===== src/rtl/segre_pkg.sv =====
// Shared types and constants for the segre core.
// Holds the ALU opcode set (including the divide/multiply ops run by the
// EX-stage sequencer) and the sequencer FSM state type.
package segre_pkg;

    localparam int unsigned WORD_SIZE = 32;
    localparam int unsigned SEQ_ITERS = WORD_SIZE;

    typedef enum logic [4:0] {
        ALU_ADD,
        ALU_SUB,
        ALU_AND,
        ALU_OR,
        ALU_XOR,
        ALU_SLL,
        ALU_SRL,
        ALU_SRA,
        ALU_SLT,
        ALU_SLTU,
        ALU_LUI,
        ALU_DIV,
        ALU_DIVU,
        ALU_REM,
        ALU_REMU,
        ALU_MUL,
        ALU_MULH,
        ALU_MULHSU,
        ALU_MULHU
    } alu_opcode_e;

    typedef enum logic [1:0] {
        SEQ_IDLE,
        SEQ_CALC,
        SEQ_DONE
    } ex_seq_state_e;

    function automatic logic is_div_op(alu_opcode_e op);
        return op inside {ALU_DIV, ALU_DIVU, ALU_REM, ALU_REMU};
    endfunction

    function automatic logic is_mul_op(alu_opcode_e op);
        return op inside {ALU_MUL, ALU_MULH, ALU_MULHSU, ALU_MULHU};
    endfunction

endpackage


===== src/rtl/segre_ex_seq_div_step.sv =====
// One restoring-division step: shift the next dividend bit into the partial
// remainder, try to subtract the divisor, keep the difference if it did not
// borrow and shift the matching quotient bit in.
module segre_div_step #(
    parameter int unsigned XLEN = 32
) (
    input  logic [XLEN:0]   rem_i,
    input  logic [XLEN-1:0] quo_i,
    input  logic [XLEN-1:0] div_i,
    output logic [XLEN:0]   rem_o,
    output logic [XLEN-1:0] quo_o
);

    logic [XLEN+1:0] shifted;
    logic [XLEN+1:0] trial;

    // Trial subtraction; the top bit of trial is the borrow.
    always_comb begin
        shifted = {rem_i, quo_i[XLEN-1]};
        trial   = shifted - {2'b00, div_i};
        if (trial[XLEN+1]) begin
            rem_o = shifted[XLEN:0];
            quo_o = {quo_i[XLEN-2:0], 1'b0};
        end else begin
            rem_o = trial[XLEN:0];
            quo_o = {quo_i[XLEN-2:0], 1'b1};
        end
    end

endmodule


===== src/rtl/segre_ex_seq.sv =====
// Multi-cycle EX-stage sequencer for divide/remainder (and optionally multiply).
// Stalls the pipeline while an op iterates and delivers one registered result
// with a single-cycle res_valid_o pulse.
// Build option: define SEGRE_EX_SEQ_MUL_EN to sequence MUL/MULH/MULHSU/MULHU;
// otherwise those opcodes only raise illegal_o.
module segre_ex_seq
    import segre_pkg::*;
#(
    parameter int unsigned XLEN = WORD_SIZE
) (
    input  logic            clk_i,
    input  logic            rsn_i,
    input  logic            valid_i,
    input  alu_opcode_e     alu_opcode_i,
    input  logic [XLEN-1:0] src_a_i,
    input  logic [XLEN-1:0] src_b_i,
    input  logic            flush_i,
    output logic            stall_o,
    output logic            busy_o,
    output logic            res_valid_o,
    output logic [XLEN-1:0] res_o,
    output logic            illegal_o
);

    localparam int unsigned     CNT_W    = $clog2(XLEN);
    localparam logic [CNT_W-1:0] CNT_LAST = CNT_W'(XLEN - 1);
    localparam logic [XLEN-1:0] XLEN_MIN = {1'b1, {(XLEN-1){1'b0}}};

    ex_seq_state_e    state_q, state_d;
    logic             busy_q;
    logic [CNT_W-1:0] cnt_q;
    alu_opcode_e      op_q;
    logic             neg_q;
    logic [XLEN:0]    rem_q;
    logic [XLEN-1:0]  quo_q, div_q, res_q;

    logic op_is_div, op_is_mul, op_is_rem, seq_op;
    logic a_signed, b_signed, a_neg, b_neg, res_neg;
    logic div_by_zero, div_ovf, fast_path, accept, calc_last, load_res;
    logic [XLEN-1:0] a_mag, b_mag, fast_res, load_quo, load_div;
    logic [XLEN:0]   step_rem, iter_rem;
    logic [XLEN-1:0] step_quo, iter_quo, div_raw, calc_res, res_d;

`ifdef SEGRE_EX_SEQ_MUL_EN
    logic [XLEN:0]     mul_sum;
    logic [XLEN-1:0]   mul_lo;
    logic [2*XLEN-1:0] prod, prod_fix;
`endif

    // Decode the incoming op: magnitudes, result sign and fast-path cases.
    always_comb begin
        op_is_div   = is_div_op(alu_opcode_i);
        op_is_mul   = is_mul_op(alu_opcode_i);
        op_is_rem   = alu_opcode_i inside {ALU_REM, ALU_REMU};
        a_signed    = alu_opcode_i inside {ALU_DIV, ALU_REM, ALU_MULH, ALU_MULHSU};
        b_signed    = alu_opcode_i inside {ALU_DIV, ALU_REM, ALU_MULH};
        a_neg       = a_signed & src_a_i[XLEN-1];
        b_neg       = b_signed & src_b_i[XLEN-1];
        a_mag       = a_neg ? -src_a_i : src_a_i;
        b_mag       = b_neg ? -src_b_i : src_b_i;
        // Remainder takes the dividend's sign, quotient/product the xor.
        res_neg     = op_is_rem ? a_neg : (a_neg ^ b_neg);
        div_by_zero = (src_b_i == '0);
        div_ovf     = a_signed & (src_a_i == XLEN_MIN) & (src_b_i == '1);
        fast_path   = op_is_div & (div_by_zero | div_ovf);
        if (div_by_zero) begin
            fast_res = op_is_rem ? src_a_i : '1;
        end else begin
            fast_res = op_is_rem ? '0 : XLEN_MIN;
        end
`ifdef SEGRE_EX_SEQ_MUL_EN
        seq_op    = op_is_div | op_is_mul;
        illegal_o = 1'b0;
        // Multiply keeps the multiplier in quo_q and the multiplicand in div_q.
        load_quo  = op_is_mul ? b_mag : a_mag;
        load_div  = op_is_mul ? a_mag : b_mag;
`else
        seq_op    = op_is_div;
        illegal_o = rsn_i & valid_i & op_is_mul & ~flush_i & (state_q == SEQ_IDLE);
        load_quo  = a_mag;
        load_div  = b_mag;
`endif
        accept    = rsn_i & valid_i & seq_op & ~flush_i & (state_q == SEQ_IDLE);
        calc_last = (state_q == SEQ_CALC) & (cnt_q == CNT_LAST);
        load_res  = (accept & fast_path) | (calc_last & ~flush_i);
    end

    segre_div_step #(
        .XLEN (XLEN)
    ) u_div_step (
        .rem_i (rem_q),
        .quo_i (quo_q),
        .div_i (div_q),
        .rem_o (step_rem),
        .quo_o (step_quo)
    );

    // Per-iteration datapath and the sign-corrected final result.
    always_comb begin
        iter_rem = step_rem;
        iter_quo = step_quo;
        div_raw  = (op_q inside {ALU_REM, ALU_REMU}) ? step_rem[XLEN-1:0] : step_quo;
        calc_res = neg_q ? -div_raw : div_raw;
`ifdef SEGRE_EX_SEQ_MUL_EN
        // Shift-add: {rem_q[XLEN-1:0], quo_q} is the 2*XLEN accumulator.
        mul_sum  = {1'b0, rem_q[XLEN-1:0]} + (quo_q[0] ? {1'b0, div_q} : '0);
        mul_lo   = {mul_sum[0], quo_q[XLEN-1:1]};
        prod     = {mul_sum[XLEN:1], mul_lo};
        prod_fix = neg_q ? -prod : prod;
        if (is_mul_op(op_q)) begin
            iter_rem = {1'b0, mul_sum[XLEN:1]};
            iter_quo = mul_lo;
            calc_res = (op_q == ALU_MUL) ? prod_fix[XLEN-1:0] : prod_fix[2*XLEN-1:XLEN];
        end
`endif
        res_d = accept ? fast_res : calc_res;
    end

    // Next-state logic; flush always returns to idle.
    always_comb begin
        state_d = state_q;
        unique case (state_q)
            SEQ_IDLE: if (accept) state_d = fast_path ? SEQ_DONE : SEQ_CALC;
            SEQ_CALC: if (cnt_q == CNT_LAST) state_d = SEQ_DONE;
            SEQ_DONE: state_d = SEQ_IDLE;
            default:  state_d = SEQ_IDLE;
        endcase
        if (flush_i) state_d = SEQ_IDLE;
    end

    // State register and registered busy flag.
    always_ff @(posedge clk_i or negedge rsn_i) begin
        if (!rsn_i) begin
            state_q <= SEQ_IDLE;
            busy_q  <= 1'b0;
        end else begin
            state_q <= state_d;
            busy_q  <= (state_d != SEQ_IDLE);
        end
    end

    // Operand capture on accept, one step per cycle while calculating.
    always_ff @(posedge clk_i or negedge rsn_i) begin
        if (!rsn_i) begin
            op_q  <= ALU_ADD;
            neg_q <= 1'b0;
            cnt_q <= '0;
            rem_q <= '0;
            quo_q <= '0;
            div_q <= '0;
        end else if (accept) begin
            op_q  <= alu_opcode_i;
            neg_q <= res_neg;
            cnt_q <= '0;
            rem_q <= '0;
            quo_q <= load_quo;
            div_q <= load_div;
        end else if (state_q == SEQ_CALC) begin
            cnt_q <= cnt_q + CNT_W'(1);
            rem_q <= iter_rem;
            quo_q <= iter_quo;
        end
    end

    // Result register; written on entry to DONE, held otherwise.
    always_ff @(posedge clk_i or negedge rsn_i) begin
        if (!rsn_i) begin
            res_q <= '0;
        end else if (load_res) begin
            res_q <= res_d;
        end
    end

    assign stall_o     = accept | (state_q == SEQ_CALC);
    assign busy_o      = busy_q;
    assign res_valid_o = (state_q == SEQ_DONE) & ~flush_i;
    assign res_o       = res_q;

endmodule


===== config.mk =====
export PLATFORM = sky130hd
export DESIGN_NAME = segre_ex_seq
export DESIGN_NICKNAME = d
export VERILOG_FILES = /design/src/rtl/segre_pkg.sv /design/src/rtl/segre_ex_seq_div_step.sv /design/src/rtl/segre_ex_seq.sv
export SDC_FILE = /design/constraint.sdc
export NUM_CORES = 1
export LEC_CHECK = 0
export BUFFER_PORTS_ARGS = -buffer_cell sky130_fd_sc_hd__buf_4
export CORE_MARGIN = 2
export CORE_UTILIZATION = 50
export CTS_CLUSTER_SIZE = 12
export DETAILED_ROUTE_END_ITERATION = 8
export HOLD_SLACK_MARGIN = 0.1
export PLACE_DENSITY = 0.69
export SYNTH_ARGS = -nofsm -noshare
export SYNTH_HDL_FRONTEND = slang
export SYNTH_SLANG_ARGS = --single-unit

===== constraint.sdc =====
create_clock -name clk_i -period 5.1 [get_ports clk_i]
set_input_delay 0 -clock clk_i [delete_from_list [all_inputs] [get_ports clk_i]]
set_output_delay 0 -clock clk_i [all_outputs]
set_load 0.1 [all_outputs]

# Word-level counts from Yosys, hierarchy flattened
# Index checks and enable logic that the tools add are counted.
[word_totals] regBits=143 latchBits=0 ram_bits=0 romBits=0 in_bits=73 out_inout_bits=36 wordCells=82 memories=0
[classes] add_sub_neg=5 multipliers=0 n_div=0 n_lt_le_gt_ge=0 eq_ne=15 shifts=0 mux=22 n_bitwise=21 n_reduce_logical=10
[ops] cell="two-way mux 32 bit" n=10
[ops] cell="two-way mux 33 bit" n=3
[ops] cell="negation 32 bit" n=3
[ops] cell="equality test 32 bit (second input constant)" n=2
[ops] cell="equality test 5 x 4 -> 1 bit (second input constant)" n=7
[ops] cell="subtractor 34 x 32 -> 34 bit" n=1
[ops] cell="zero test 32 bit" n=1
[ops] cell="equality test 5 bit (second input constant)" n=4
[ops] cell="AND 1 bit" n=16
[ops] cell="nonzero test 4 bit" n=3
[ops] cell="two-way mux 5 bit" n=2
[ops] cell="two-way mux 2 bit" n=4
[ops] cell="nonzero test 2 bit" n=4
[ops] cell="adder 5 x 1 -> 5 bit (second input constant)" n=1
[ops] cell="case mux 2 bit (2 select lines)" n=1
[ops] cell="OR 1 bit" n=3
[ops] cell="nonzero test 3 bit" n=1
[ops] cell="equality test 2 x 1 -> 1 bit (second input constant)" n=1
[ops] cell="equality test 2 bit (second input constant)" n=1
[ops] cell="zero test 2 bit" n=1
[ops] cell="two-way mux 1 bit" n=2
[ops] cell="inverter 1 bit" n=1
[ops] cell="bitwise XOR 1 bit" n=1

# Depth between registers and ports, before layout
# Gate-level depths: netlist of run 1.
[depth] ltp_word=11 mapped_depth=21 ltp_nobuf=18

# Cells and area by module
# Synthesis of run 1 repeated with hierarchy kept, for this count alone.
[unflattened] hier_cells=1503 hier_area_um2=11845.1
[by_module_without_submodules] mod="segre_ex_seq" instances=1 cells_per_inst=1144 area_each_um2=9441.6 seq_area_each_um2=3578.4
[by_module_without_submodules] mod="segre_div_step" instances=1 cells_per_inst=359 area_each_um2=2403.6 seq_area_each_um2=0.0

# Worst setup path after synthesis of run 1
# No wires, ideal clock.
[synth_timing] path_type="flip-flop to flip-flop" start="register rem_q[7]" end="register res_q[26] (netlist: res_o[26])" setup_ns=0.133 arrival_time_ns=4.359 t_required_ns=4.967 setup_slack_ns=0.608 stages_incl_launch_ff=20 path_buffers=4 period_less_slack_ns=4.492 cell_sequence="dfrtp_1 -> ha_1 -> buf_4 -> a21oi_4 -> o211a_1 -> o21ai_1 -> o311ai_2 -> nand3_2 -> nand2_2 -> buf_4 -> buf_2 -> buf_1 -> a21oi_1 -> a31oi_1 -> ha_1 -> o21ai_0 -> or4bb_1 -> o31ai_1 -> xor2_1 -> o211ai_1"
[synth_between] elab_chain_cells=6 word_cells_on_any_way=7 classes_between="add/sub: 2; mux: 5"
[synth_rtl] item="start, declared" line_no="segre_ex_seq.sv:34" text="logic [XLEN:0] rem_q;"
[synth_rtl] item="start signal, assigned" line_no="segre_ex_seq.sv:160" text="rem_q <= iter_rem;"
[synth_rtl] item="subtractor 34 x 32 -> 34 bit" line_no="segre_ex_seq_div_step.sv:20" text="trial = shifted - {2'b00, div_i};"
[synth_rtl] item="two-way mux 1 bit or two-way mux 33 bit (tied branches)" line_no="segre_ex_seq_div_step.sv:21" text="if (trial[XLEN+1]) begin"
[synth_rtl] item="two-way mux 32 bit *" line_no="segre_ex_seq.sv:102" text="div_raw = (op_q inside {ALU_REM, ALU_REMU}) ? step_rem[XLEN-1:0] : step_quo;"
[synth_rtl] item="negation 32 bit" line_no="segre_ex_seq.sv:103" text="calc_res = neg_q ? -div_raw : div_raw;"
[synth_rtl] item="two-way mux 32 bit *" line_no="segre_ex_seq.sv:103"
[synth_rtl] item="two-way mux 32 bit *" line_no="segre_ex_seq.sv:116" text="res_d = accept ? fast_res : calc_res;"
[synth_rtl] item="end signal, assigned" line_no="segre_ex_seq.sv:170" text="res_q <= res_d;"
[synth_rtl] item="end, declared" line_no="segre_ex_seq.sv:35" text="logic [XLEN-1:0] quo_q, div_q, res_q;"
# Mark *: on every way between the ends. The rest lies on a longest branch, timed or not.
# A chain may end at the register's enable or synchronous reset.

# Worst setup path in the final report of run 1
[layout_timing] start="register rem_q[8]" end="register res_q[30] (netlist: res_o[30])"
# The elaborated chain is that of the path after synthesis.

==> qor.yml, run 1 <==
critical_path:
  cp-start-kind: "register"
  critPathMaxFanout: 12
  cp.arrival_ps: 5060
  crit_path_end_kind: "register"
  critical_path_class: "register to register"
  worstPathRequired_ps: 5380
synthesis:
  synth_compound_gate_area_share: 0.256
  synth_top_area_frac: 0.312
  synthArstFlopShare: 1.00
  synth_top_family_by_area: "compound AO/OA/AOI/OAI gates"
  ys_top_cells_by_area: "dfrtp_1 (31%), o21ai_0 (8.1%), nand2_1 (7.8%)"
  synthMuxAreaShare: 0.0282
  ys_warn_count: 0
  ys_ff_latch: 143
  synth_flop_cell: "dfrtp_1"
  synth_common_cells: "nand2_1 (238), o21ai_0 (186), dfrtp_1 (143)"
  avgSynthCellArea_sq_um: 7.77
  synthAdderAreaFrac: 0.0433
  synth_nets: 1586
  synth_top_area_cell: "dfrtp_1"
  syn-instance-count: 1474
  synth-simple-area-share: 0.228
  ys_types: 86
  synth-edff-count: 0
  synth.most_common_cell: "nand2_1"
  syn_area_sq_mm: 0.0115
  ys_seq_area_frac: 0.312
  synthXorXnorAreaFrac: 0.0887
grt:
  first_global_vias: 11256
  grt_pass1_wl_microns: 59800
  grt.busiest_layer: "met2"
  gr-usage-met1: 0.413
  grt_max_degree: 107
  grt_antenna_before_repair: 0
  gr-usage-met2: 0.533
  use_met3: 0.0465
  grt_overflow_total: 0
  grt_use_total: 0.314
routing:
  drt_iter0_drc: 936
  vias: 11707
  ant_nets: 0
  drt_first_pass_iters: 6
  drc: 0
  vias_per_cell: 6.08
  drt_wl_total_microns: 37500
  wire_per_inst_microns: 19.5
sta:
  tightestPinTransition_ps: 1020
  maxSlewViolCount: 0
  fin_crit_sh: 0.936
  setup_viol: 0
  hold_viol_final: 0
  min_period_ps: 4780
  setup_tns_ps: 0
  relSlewSlack: 0.319
  clock_skew_ps: 10.6
  rsz0062_at_grt: "no"
  fmax_mhz: 209
cts:
  cts.sinks: 143
  clockBufferDepth: 2
  clk_latency_ps: 440
  clk_pin_slew_ps: 70
  post_cts_buffers: 0
  root_buffer: "clkbuf_16"
  cts_tree: "yes"
  cts_inserted_buffers: 17
  h-tree-depth: 4
floorplan:
  initial_utilization: 0.508
  core.rowCount: 55
  ioPinCount: 109
  die_w_microns: 155
  die_h_microns: 155
  die_area_sq_mm: 0.0241
  core_area_sq_mm: 0.0226
power_and_ir_drop:
  cellPowerDensity_mw_per_mm2: 619
  leakagePower_nw: 5.85
  max-vdd-ir-drop_mv: 0.327
final_layout:
  final_nets: 1740
  area_growth_pct: 21.5
  final_area_sq_mm: 0.0139
  drive_gt1_frac: 0.130
min_path:
  min_path_type: "primary input to register"
placed_design:
  io_buffers: 108
  gp_congestion: 0.903
  dpl_cell_area_sq_mm: 0.0125
  hpwl_microns: 27100
run:
  maxCapViolCount: 0
status:
  outcome: "finished, final reports clean"
==> repair_timing <==
item                                    4_1_cts  5_1_grt
endpoints found under the setup margin        0        6
endpoints found under the hold margin       146        0
gates resized for setup                       0        3
hold buffers                                 85        0
==> critical path, stage by stage (launching register included) <==
cell and delay [ps]:
dfrtp_1 440, ha_1 470, o21a_1 220, o21bai_1 180
o21ai_1 170, o311ai_4 380, nand3_2 260, nand2_2 220
mux2i_1 260, nor2_1 60, a21oi_1 180, ha_1 240
o21ai_0 250, or4bb_1 690, o41ai_2 300, xnor2_1 190
o211ai_1 100
==> placed cells by master, fill, tap and decap left out, types with 6 or more instances in the layout <==
master         count
o21a_1             8
o21ai_0          185
o21ai_1            9
or3_1             18
nand4_1           16
and3_1            10
nor4_1            16
clkbuf_16         17
o41ai_1            6
a21oi_1           76
or4_1              9
nand2_1          238
dlygate4sd3_1     85
nand3_1           45
nor2_1           116
and2_1             6
ha_1              38
o31ai_1           20
nand2b_1           8
dfrtp_1          143
inv_1             49
xor2_1            65
nor2b_1            9
a21o_1             7
o211ai_1          34
a211oi_1          12
nor3_1            25
mux2_2            10
buf_4            128
xnor2_1           51
mux2i_1           21
a31oi_1           43
o21bai_1           6
==> area by class of cell <==
type / instances / area [sq um]
clock buffer: 19 / 443
clock inverter: 12 / 135
multi-input combinational: 1202 / 7400
fill: 2059 / 8650
inverter: 50 / 188
sequential: 143 / 3580
timing repair buffer: 214 / 1820
tap: 285 / 357
antenna: 1 / 2.50
==> through the flow <==
| step | util | total power, mW | instances | worst slack, ps | hold slack (ps) |
|---|---|---|---|---|---|
| 2_1_floorplan | - | 5.76 | 1474 | 608 | -296 |
| 3_3_place_gp | 0.553 | 7.15 | 1809 | 567 | -28.7 |
| 3_5_place_dp | 0.553 | 7.19 | 1809 | 312 | -23.4 |
| 4_1_cts | 0.616 | 8.54 | 1925 | 282 | 282 |
| 5_1_grt | 0.617 | 9.26 | 1925 | 53.6 | 300 |
| 6_report | 0.617 | 8.62 | 1926 | 325 | 283 |
==> sequential cells by signal (all words and copies together) (netlist names) <==
register,flops
busy_o,1
state_q,2
op_q,5
div_q,32
rem_q,33
neg_q,1
cnt_q,5
res_o,32
quo_q,32
==> power by group <==
group          total, mW  switching, mW  leakage (nW)  internal [mW]
clock               1.27          0.537         0.272          0.733
sequential          1.86          0.388          1.74           1.47
combinational       5.49           3.54          3.83           1.95
total               8.62           4.46          5.85           4.16
==> routing by layer <==
layer,routed length (microns),vias up
met5,0,-
met4,1210,0
met3,1820,74
met2,18500,366
met1,16000,5651
li1,-,5616
==> logic make-up (layout without fill, tap and decap cells) <==
kind of cell	after synthesis	count (layout)
multiplexers	31	31
flip-flops	143	143
XOR/XNOR	116	116
buffers and inverters	129	295
adder cells (fa/ha/maj)	39	39
AO/OA/AOI/OAI	464	464
AND/OR/NAND/NOR	552	552
other	0	1
==> worst paths after layout <==
path	from	end	slack, ps	cells after the start
setup / recovery	rem_q[8]	res_o[30]	320	16
hold / removal	flush_i	state_q[0]	280	3
setup reg to reg	rem_q[8]	res_o[30]	320	16
hold reg to reg	div_q[25]	div_q[25]	480	2
max in group asynchronous	rsn_i	div_q[29]	3230	4
min in group asynchronous	rsn_i	div_q[3]	600	3
Power figures use the tool's default switching activity.
==> inputs of run 2 (changes only) <==
--- a/config.mk
+++ b/config.mk
@@ -11,7 +11,8 @@
 export CTS_CLUSTER_SIZE = 12
 export DETAILED_ROUTE_END_ITERATION = 8
 export HOLD_SLACK_MARGIN = 0.1
-export PLACE_DENSITY = 0.69
+export PLACE_DENSITY = 0.72
+export RECOVER_POWER = 100
 export SYNTH_ARGS = -nofsm -noshare
 export SYNTH_HDL_FRONTEND = slang
 export SYNTH_SLANG_ARGS = --single-unit
==> constraint.sdc (replaced) <==
create_clock -name clk_i -period 4.15 [get_ports clk_i]
set_input_delay 0 -clock clk_i [delete_from_list [all_inputs] [get_ports clk_i]]
set_output_delay 0 -clock clk_i [all_outputs]
set_load 0.1 [all_outputs]
==> qor.yml, run 2 (same netlist as run 1, synthesis figures left out) <==
routing:
  drt_wl_total_microns: 39000  # was 37,500 microns
  vias_per_cell: 6.12  # was 6.08
  vias: 12271  # was 11,707
  drc: 0  # unchanged
  ant_nets: 0  # unchanged
  drt_first_pass_iters: 6  # unchanged
  wire_per_inst_microns: 19.5  # about the same
  drt_iter0_drc: 1126  # was 936
grt:
  grt_overflow_total: 0  # unchanged
  first_global_vias: 11824  # was 11,256
  grt_pass1_wl_microns: 60800  # was 59,800 microns
  grt_antenna_before_repair: 1  # was 0
  grt_use_total: 0.317  # was 0.314
  grt_max_degree: 76  # was 107
cts:
  cts.sinks: 143  # unchanged
  clockBufferDepth: 2  # unchanged
  h-tree-depth: 4  # unchanged
  clk_pin_slew_ps: 70  # about the same
  cts_tree: "yes"  # unchanged
  clk_latency_ps: 440  # about the same
  cts_inserted_buffers: 17  # unchanged
  root_buffer: "clkbuf_16"  # unchanged
final_layout:
  area_growth_pct: 29.3  # was 21.5%
  final_nets: 1819  # was 1,740
  final_cell_mix: "nand2_1 (237), o21ai_0 (183), buf_4 (164)"  # was nand2_1 (238), o21ai_0 (185), dfrtp_1 (143)
  largest_reg_flops: 33  # unchanged
  diodes: 0  # was 1
  layout_commonest_cell: "nand2_1"  # unchanged
  top_register: "rem_q"  # unchanged
  drive_gt1_frac: 0.183  # was 0.130
critical_path:
  crit_path_end_kind: "register"  # unchanged
  critPathMaxFanout: 5  # was 12
  cp.arrival_ps: 4390  # was 5060 ps
  worstPathRequired_ps: 4430  # was 5380 ps
  cp-start-kind: "register"  # unchanged
  critical_path_class: "register to register"  # unchanged
sta:
  worst_hold_slack_ps: 308  # was 283 ps
  setup_viol: 0  # unchanged
  setup_tns_ps: 0  # unchanged
  rsz0062_at_grt: "yes"  # was no
  clock_skew_ps: 14.9  # was 10.6 ps
  hold_viol_final: 0  # unchanged
  min_period_ps: 4110  # was 4780 ps
  fin_crit_sh: 0.990  # was 0.936
  fmax_mhz: 243  # was 209 MHz
  maxSlewViolCount: 123  # was 0
  tightestPinTransition_ps: 3310  # was 1020 ps
  relSlewSlack: -1.21  # was 0.319
placed_design:
  io_buffers: 108  # unchanged
  hpwl_microns: 28000  # was 27,100 microns
  gp_congestion: 0.944  # was 0.903
floorplan:
  core_area_sq_mm: 0.0226  # unchanged
  core.rowCount: 55  # unchanged
  die_area_sq_mm: 0.0241  # unchanged
  initial_utilization: 0.508  # unchanged
  die_h_microns: 155  # unchanged
  die_w_microns: 155  # unchanged
  ioPinCount: 109  # unchanged
power_and_ir_drop:
  internal-power_mw: 6.07  # was 4.16 mW
  max-vdd-ir-drop_mv: 0.591  # was 0.327 mV
  clockPowerShare: 0.136  # was 0.147
  cellPowerDensity_mw_per_mm2: 819  # was 619 mW/mm^2
  sw_frac_of_total: 0.500  # was 0.518
  leakagePower_nw: 6.15  # was 5.85 nW
  netSwitchingPower_mw: 6.06  # was 4.46 mW
  pwr-share-seq: 0.188  # was 0.216
  pwr-share-comb: 0.676  # was 0.637
status:
  outcome: "complete, but fails checks"  # was finished, final reports clean
  violations: "capacitance limit, slew limit"
min_path:
  min_path_type: "primary input to register"  # unchanged
run:
  maxCapViolCount: 3  # was 0
[run 2: changes by cell type in the layout (fill, tap and decap cells not counted), sizes merged]
cell	change
buf	+38
bufinv	+1
clkbuf	+47
clkinvlp	-4
diode	-1
dlygate4sd3	-6
inv	+4
[run 2: routing by layer]
layer  up-vias  global-route usage  wire length, microns
met5         -                   0                    13
met4         2               0.115                  1430
met3       110              0.0418                  2190
met2       450               0.545                 19200
met1      5949               0.411                 16300
li1       5760                   -                     -
[run 2: path summary, 6_finish.rpt]
path,start,end,slack [ps],depth (start not counted)
min,flush_i,state_q[0],310,3
max,rem_q[3],res_o[25],40,16
min reg2reg,div_q[9],div_q[9],480,2
max in group asynchronous,rsn_i,rem_q[8],650,3
max reg2reg,rem_q[3],res_o[25],40,16
min in group asynchronous,rsn_i,res_o[26],1000,3
[run 2: power groups by stage]
stage | registers (mW) | logic, mW | clock network, mW
2_1_floorplan | 2.38 | 4.80 | 0
3_3_place_gp | 2.25 | 7.31 | 0
3_5_place_dp | 2.26 | 7.39 | 0
4_1_cts | 2.25 | 7.52 | 1.65
5_1_grt | 2.33 | 8.89 | 1.71
6_report | 2.28 | 8.20 | 1.65
[run 2: critical path, stage by stage (launching register included)]
cell	delay, ps
dfrtp_1	400
ha_1	350
buf_4	140
o211ai_1	120
o211ai_1	280
buf_4	200
and3_4	200
nand2_1	50
o211ai_1	320
nand3_1	150
or4_4	470
a311oi_4	410
buf_4	190
nand4_4	110
o31ai_4	290
xnor2_2	170
o211ai_1	110
[run 2: layout make-up]
type	instances	area [sq um]
fill	1950	7760
inverter	50	188
timing repair buffer	293	2270
clock inverter	13	174
multi-input combinational	1202	7810
clock buffer	19	433
sequential	143	3580
tap	285	357
[run 2: through the flow]
step | instances | worst slack [ps] | total power, mW | util | cell area [sq um]
after floorplan | 1474 | 1.14 | 7.18 | - | 11500
after global placement | 1884 | 9.34 | 9.56 | 0.581 | 13100
after detailed placement | 1884 | -50.0 | 9.65 | 0.581 | 13100
after CTS | 1995 | 0.532 | 11.4 | 0.644 | 14500
after global routing | 2005 | -185 | 12.9 | 0.656 | 14800
final | 2005 | 42.9 | 12.1 | 0.656 | 14800
[run 2: what timing repair did]
item                                   in CTS  in global routing
setup endpoints to repair                  10                 20
buffers inserted                            0                  9
resized for setup                           3                 71
endpoints found under the hold margin     245                  0
hold buffers                               79                  0
pin swaps                                   0                 25
cloned                                      0                  1
